==> src/rtl/ad1_reader.sv <==
// Two-channel AD7476A-style serial ADC reader for the lock-in receive path.
// Ports: clk_100/reset (async, active-low), start request, ad_ncs/ad_sclk
// converter strobes, ad_d1/ad_d2 serial data, sample1/sample2 signed results,
// valid pulse, busy, sticky frame_err.
module ad1_reader #(
  parameter int          CLK_DIV      = 3,
  parameter int          QUIET_CYCLES = 4,
  parameter logic [11:0] MIDSCALE     = 12'h800
) (
  input  logic        clk_100,
  input  logic        reset,
  input  logic        start,
  output logic        ad_ncs,
  output logic        ad_sclk,
  input  logic        ad_d1,
  input  logic        ad_d2,
  output logic [15:0] sample1,
  output logic [15:0] sample2,
  output logic        valid,
  output logic        busy,
  output logic        frame_err
);

  typedef enum logic [1:0] {
    IDLE,
    SETUP,
    SHIFT,
    QUIET
  } state_t;

  localparam logic [7:0] DIV_END   = 8'(CLK_DIV - 1);
  localparam logic [7:0] QUIET_END = 8'(QUIET_CYCLES - 1);

  state_t      state_q, state_d;
  logic [7:0]  cnt_q, cnt_d;
  logic [4:0]  half_q, half_d;
  logic [15:0] sh1_q, sh1_d;
  logic [15:0] sh2_q, sh2_d;
  logic        ncs_q, ncs_d;
  logic        sclk_q, sclk_d;
  logic [15:0] s1_q, s1_d;
  logic [15:0] s2_q, s2_d;
  logic        valid_q, valid_d;
  logic        err_q, err_d;

  logic [12:0] diff1, diff2;

  // 13-bit subtract keeps the borrow as the sign bit.
  assign diff1 = {1'b0, sh1_q[11:0]} - {1'b0, MIDSCALE};
  assign diff2 = {1'b0, sh2_q[11:0]} - {1'b0, MIDSCALE};

  always_comb begin
    state_d = state_q;
    cnt_d   = cnt_q;
    half_d  = half_q;
    sh1_d   = sh1_q;
    sh2_d   = sh2_q;
    ncs_d   = ncs_q;
    sclk_d  = sclk_q;
    s1_d    = s1_q;
    s2_d    = s2_q;
    valid_d = 1'b0;
    err_d   = err_q;
    unique case (state_q)
      IDLE: begin
        if (start) begin
          state_d = SETUP;
          cnt_d   = '0;
          half_d  = '0;
          ncs_d   = 1'b0;
          sclk_d  = 1'b1;
        end
      end
      SETUP: begin
        if (cnt_q == DIV_END) begin
          state_d = SHIFT;
          cnt_d   = '0;
          sclk_d  = 1'b0;
        end else begin
          cnt_d = cnt_q + 8'd1;
        end
      end
      SHIFT: begin
        if (cnt_q == DIV_END) begin
          cnt_d = '0;
          // even half-periods are SCLK low
          if (!half_q[0]) begin
            sh1_d  = {sh1_q[14:0], ad_d1};
            sh2_d  = {sh2_q[14:0], ad_d2};
            sclk_d = 1'b1;
            half_d = half_q + 5'd1;
          end else if (half_q == 5'd31) begin
            state_d = QUIET;
            ncs_d   = 1'b1;
            valid_d = 1'b1;
            s1_d    = {{3{diff1[12]}}, diff1};
            s2_d    = {{3{diff2[12]}}, diff2};
            err_d   = err_q | (|sh1_q[15:12]) |
                      (|sh2_q[15:12]);
          end else begin
            sclk_d = 1'b0;
            half_d = half_q + 5'd1;
          end
        end else begin
          cnt_d = cnt_q + 8'd1;
        end
      end
      QUIET: begin
        if (cnt_q == QUIET_END) begin
          state_d = IDLE;
          cnt_d   = '0;
        end else begin
          cnt_d = cnt_q + 8'd1;
        end
      end
      default: state_d = IDLE;
    endcase
  end

  always_ff @(posedge clk_100 or negedge reset) begin
    if (!reset) begin
      state_q <= IDLE;
      cnt_q   <= '0;
      half_q  <= '0;
      sh1_q   <= '0;
      sh2_q   <= '0;
      ncs_q   <= 1'b1;
      sclk_q  <= 1'b1;
      s1_q    <= '0;
      s2_q    <= '0;
      valid_q <= 1'b0;
      err_q   <= 1'b0;
    end else begin
      state_q <= state_d;
      cnt_q   <= cnt_d;
      half_q  <= half_d;
      sh1_q   <= sh1_d;
      sh2_q   <= sh2_d;
      ncs_q   <= ncs_d;
      sclk_q  <= sclk_d;
      s1_q    <= s1_d;
      s2_q    <= s2_d;
      valid_q <= valid_d;
      err_q   <= err_d;
    end
  end

  assign ad_ncs    = ncs_q;
  assign ad_sclk   = sclk_q;
  assign sample1   = s1_q;
  assign sample2   = s2_q;
  assign valid     = valid_q;
  assign busy      = (state_q != IDLE);
  assign frame_err = err_q;

endmodule

==> config.mk <==
export PLATFORM = sky130hd
export DESIGN_NAME = ad1_reader
export DESIGN_NICKNAME = d
export VERILOG_FILES = /design/src/rtl/ad1_reader.sv
export SDC_FILE = /design/constraint.sdc
export NUM_CORES = 1
export LEC_CHECK = 0
export BUFFER_PORTS_ARGS = -buffer_cell sky130_fd_sc_hd__buf_2
export CAP_MARGIN = 20
export CORE_UTILIZATION = 40
export DETAILED_ROUTE_END_ITERATION = 8
export RECOVER_POWER = 25
export SKIP_CTS_REPAIR_TIMING = 1
export SKIP_LAST_GASP = 1
export SLEW_MARGIN = 10
export SYNTH_ARGS = -nofsm -noshare
export SYNTH_HDL_FRONTEND = slang
export SYNTH_SLANG_ARGS = --single-unit
==> constraint.sdc <==
create_clock -name clk_100 -period 2.9 [get_ports clk_100]
set_input_delay 0.435 -clock clk_100 [delete_from_list [all_inputs] [get_ports clk_100]]
set_output_delay 0.435 -clock clk_100 [all_outputs]
set_load 0.03 [all_outputs]
==> impl_results.md <==
- Outcome: finished with violations
- Failing checks: capacitance limit, slew limit
- Initial core utilization: 41.5%
- CTS root buf: clkbuf_8
- CP max FO: 28
- Placed cell count: 393
- Final net count: 315
- Critical Path Max Stage Delay: 490 ps
- Max-cap viol count: 1
- Reg2reg setup slack: about 540 ps
- Tightest Pin Transition: 1810 ps
- Vias: 2102
- Final cell count without fillers: 407
- I/O Buffers: between 40 and 50
- Reg-to-Reg Start: half_q[0]
- # diodes: 0
- H-tree levels: 3
- Worst reg2reg path depth: 6
- Cell Chain, Critical Path: ha_1 -> and3_1 -> ha_1 -> and2_2 -> nand4_4 -> mux2_2
- CP Class: reg -> reg
- CP Launch Type: flop
- Final min period: about 2400 ps
- CP max-delay cell: dfrtp_1
- Die height: 94.5 um
- Setup TNS: 0 ps
- Area after DPL: roughly 0.0037 sq mm
- P_leak: ~1.9 nW
- Initial DRC Count: 76
- Peak VDD IR: 0.251 mV
- Endpoints failing setup: 0
- Largest net degree at the start of global routing: 76
- PwrDens: 483 mW/mm^2
- Sequential area share after synthesis: 54.9%
- Die area: slightly below 0.009 sq mm
- DR pass1 iterations: 4
- Most frequent cells in the layout: dfrtp_1, mux2_2, buf_2, nand2_1, ha_1
- Clk_skew: 6.32 ps
- First-pass GRT wire length: ~9.9 mm
- Layout cell share with drive strength beyond 1: 40.1%
- Fin crit share: 81.4%
- ANT nets after route: 0
- Rel. slew slack: -20.7%
- GRT Overall Usage: between 10% and 20%
- Worst path required time: approximately 3100 ps
- Setup WS post-layout: 538 ps
- Hold Path End: sh1_q[0]
- Post-detail-place hpwl: 3.56 mm
- CTS tree: yes
- CTS Sinks: 75
- RSZ-0062 raised after global routing: false
- Vias per cell: 5.16
- Fin. max-slew vios: 76
- Max Clock Freq: between 400 and 500 MHz
- Fillers: 790
- Register area: 0.00188 sq mm
- #FFs+latches synth: 75
- Core Util, Final: between 40% and 50%
- Hold_sp: ad_d1
- Row count: 33
- Top FF cell, synth: dfrtp_1
- Synth cell types: 50
- Worst Hold Class: in -> reg
- Routed wire length per instance: around 14 um
- Multi-input logic area: 0.00138 sq mm
- Clk_lat worst skew: about 340 ps
- Clk buf depth: 2
- Synthesized area: 0.00343 sq mm
- Pre-CTS setup slack: 508 ps
- CORE AREA: 0.00826 sq mm
- Area growth, synth to finish: 11.6%
- Cell family with most CP delay: simple AND/OR/NAND/NOR gates
- Hold depth: 2
- YS warnings: 0
- Final hold vios: 0
- Area contributors post-synth: dfrtp_1, mux2_2, ha_1, buf_4, nand2_1
- Design area: 0.00382 sq mm
- Routability cong.: 0.792
- DRC viols: 0
- TritonCTS buffer count: 9
- WL final: 5.79 mm
- Worst EP arrival: 2590 ps
- Area leader, netlist: dfrtp_1
- Initial antenna violation count: 0
- Mean Syn Cell Area: 13.0 sq um
- I/O pin cnt: 42
- Worst R2R End: sample2[10]
- Post-synth EDFFs: 0
- Vias in the first global route: 2049
- Critical path's most frequent cell: ha_1
- Crit. End Element: flop
- Post-synth ARST share: 100%
- CTS clk-pin slew, worst paths: about 70 ps
- Commonest non-fill, non-tap cell in the layout: dfrtp_1
- Mapped Cells: 263
- CP bufs+invs: 0
- Die W: 94.5 um
- Mapped Nets: 279
- GRT overflow: 0
- Synth top area share: 53.3%
[sequential cells by signal (all words and copies together) (netlist names)]
name and cells:
half_q 5, state_q 2, sh2_q 16, sh1_q 16
valid 1, frame_err 1, sample1 12, cnt_q 8
ad_ncs 1, sample2 12, ad_sclk 1
[report_power, final]
| part | leakage (nW) | switching, mW | internal, mW |
|---|---|---|---|
| logic | 0.831 | 0.0229 | 0.0113 |
| registers | 0.991 | 0.00793 | 1.06 |
| clock network | 0.0865 | 0.356 | 0.391 |
[per-layer routing]
metal / global-route usage, % / part of all wire [%] / vias to the layer above
met5: 0 / 0 / -
met4: 6.82 / 1.6 / 0
met3: 4.27 / 4.9 / 6
met2: 22.0 / 46 / 43
met1: 19.6 / 47 / 1054
li1: - / - / 999
[metrics by stage]
stage | hold slack (ps) | power, mW
6_report | 325 | 1.85
2_1_floorplan | 139 | 1.09
4_1_cts | 257 | 1.89
5_1_grt | 309 | 1.93
3_5_place_dp | 474 | 1.12
3_3_place_gp | 470 | 1.12
[kinds of logic (layout without fill, tap and decap cells)]
| group | Yosys count | count (layout) | synth area share (%) |
|---|---|---|---|
| simple gates | 56 | 56 | 10.2 |
| flops | 75 | 75 | 54.9 |
| mux | 59 | 59 | 19.2 |
| xor+xnor | 3 | 3 | 0.767 |
| fa+ha+maj | 11 | 11 | 4.02 |
| compound gates | 33 | 33 | 6.21 |
| buf+inv | 26 | 65 | 4.75 |
[synthesized netlist by cell type, drive strengths merged (3+ instances only)]
master	instances
a21oi	9
and2	3
buf	15
clkbuf	4
dfrtp	73
ha	11
inv	7
mux2	55
mux2i	4
nand2	15
nand3	5
nand4b	3
nor2	8
nor3	4
nor3b	3
nor4	4
o21ai	8
xnor2	3
[cell type report]
| class | instances | area share (%) |
|---|---|---|
| flip-flops and latches | 75 | 49.2 |
| clock buffers | 12 | 3.54 |
| clock inverters | 2 | 1.01 |
| repair buffers | 44 | 5.96 |
| well taps | 105 | 3.44 |
| multi-input cells | 162 | 36.2 |
| inverters | 7 | 0.687 |
[worst max path at each step]
stage | startpoint | to | slack (ps) | cells past startpoint
final | half_q[0] | sample2[10] | 540 | 6
after global routing | half_q[0] | sample2[7] | 370 | 6
after CTS | half_q[0] | sample2[10] | 500 | 6
after detailed placement | half_q[0] | sample2[10] | 510 | 6
after global placement | half_q[0] | sample1[2] | 580 | 6
after floorplan | half_q[0] | sample1[0] | 740 | 8
(Power assumes the default switching activity.)
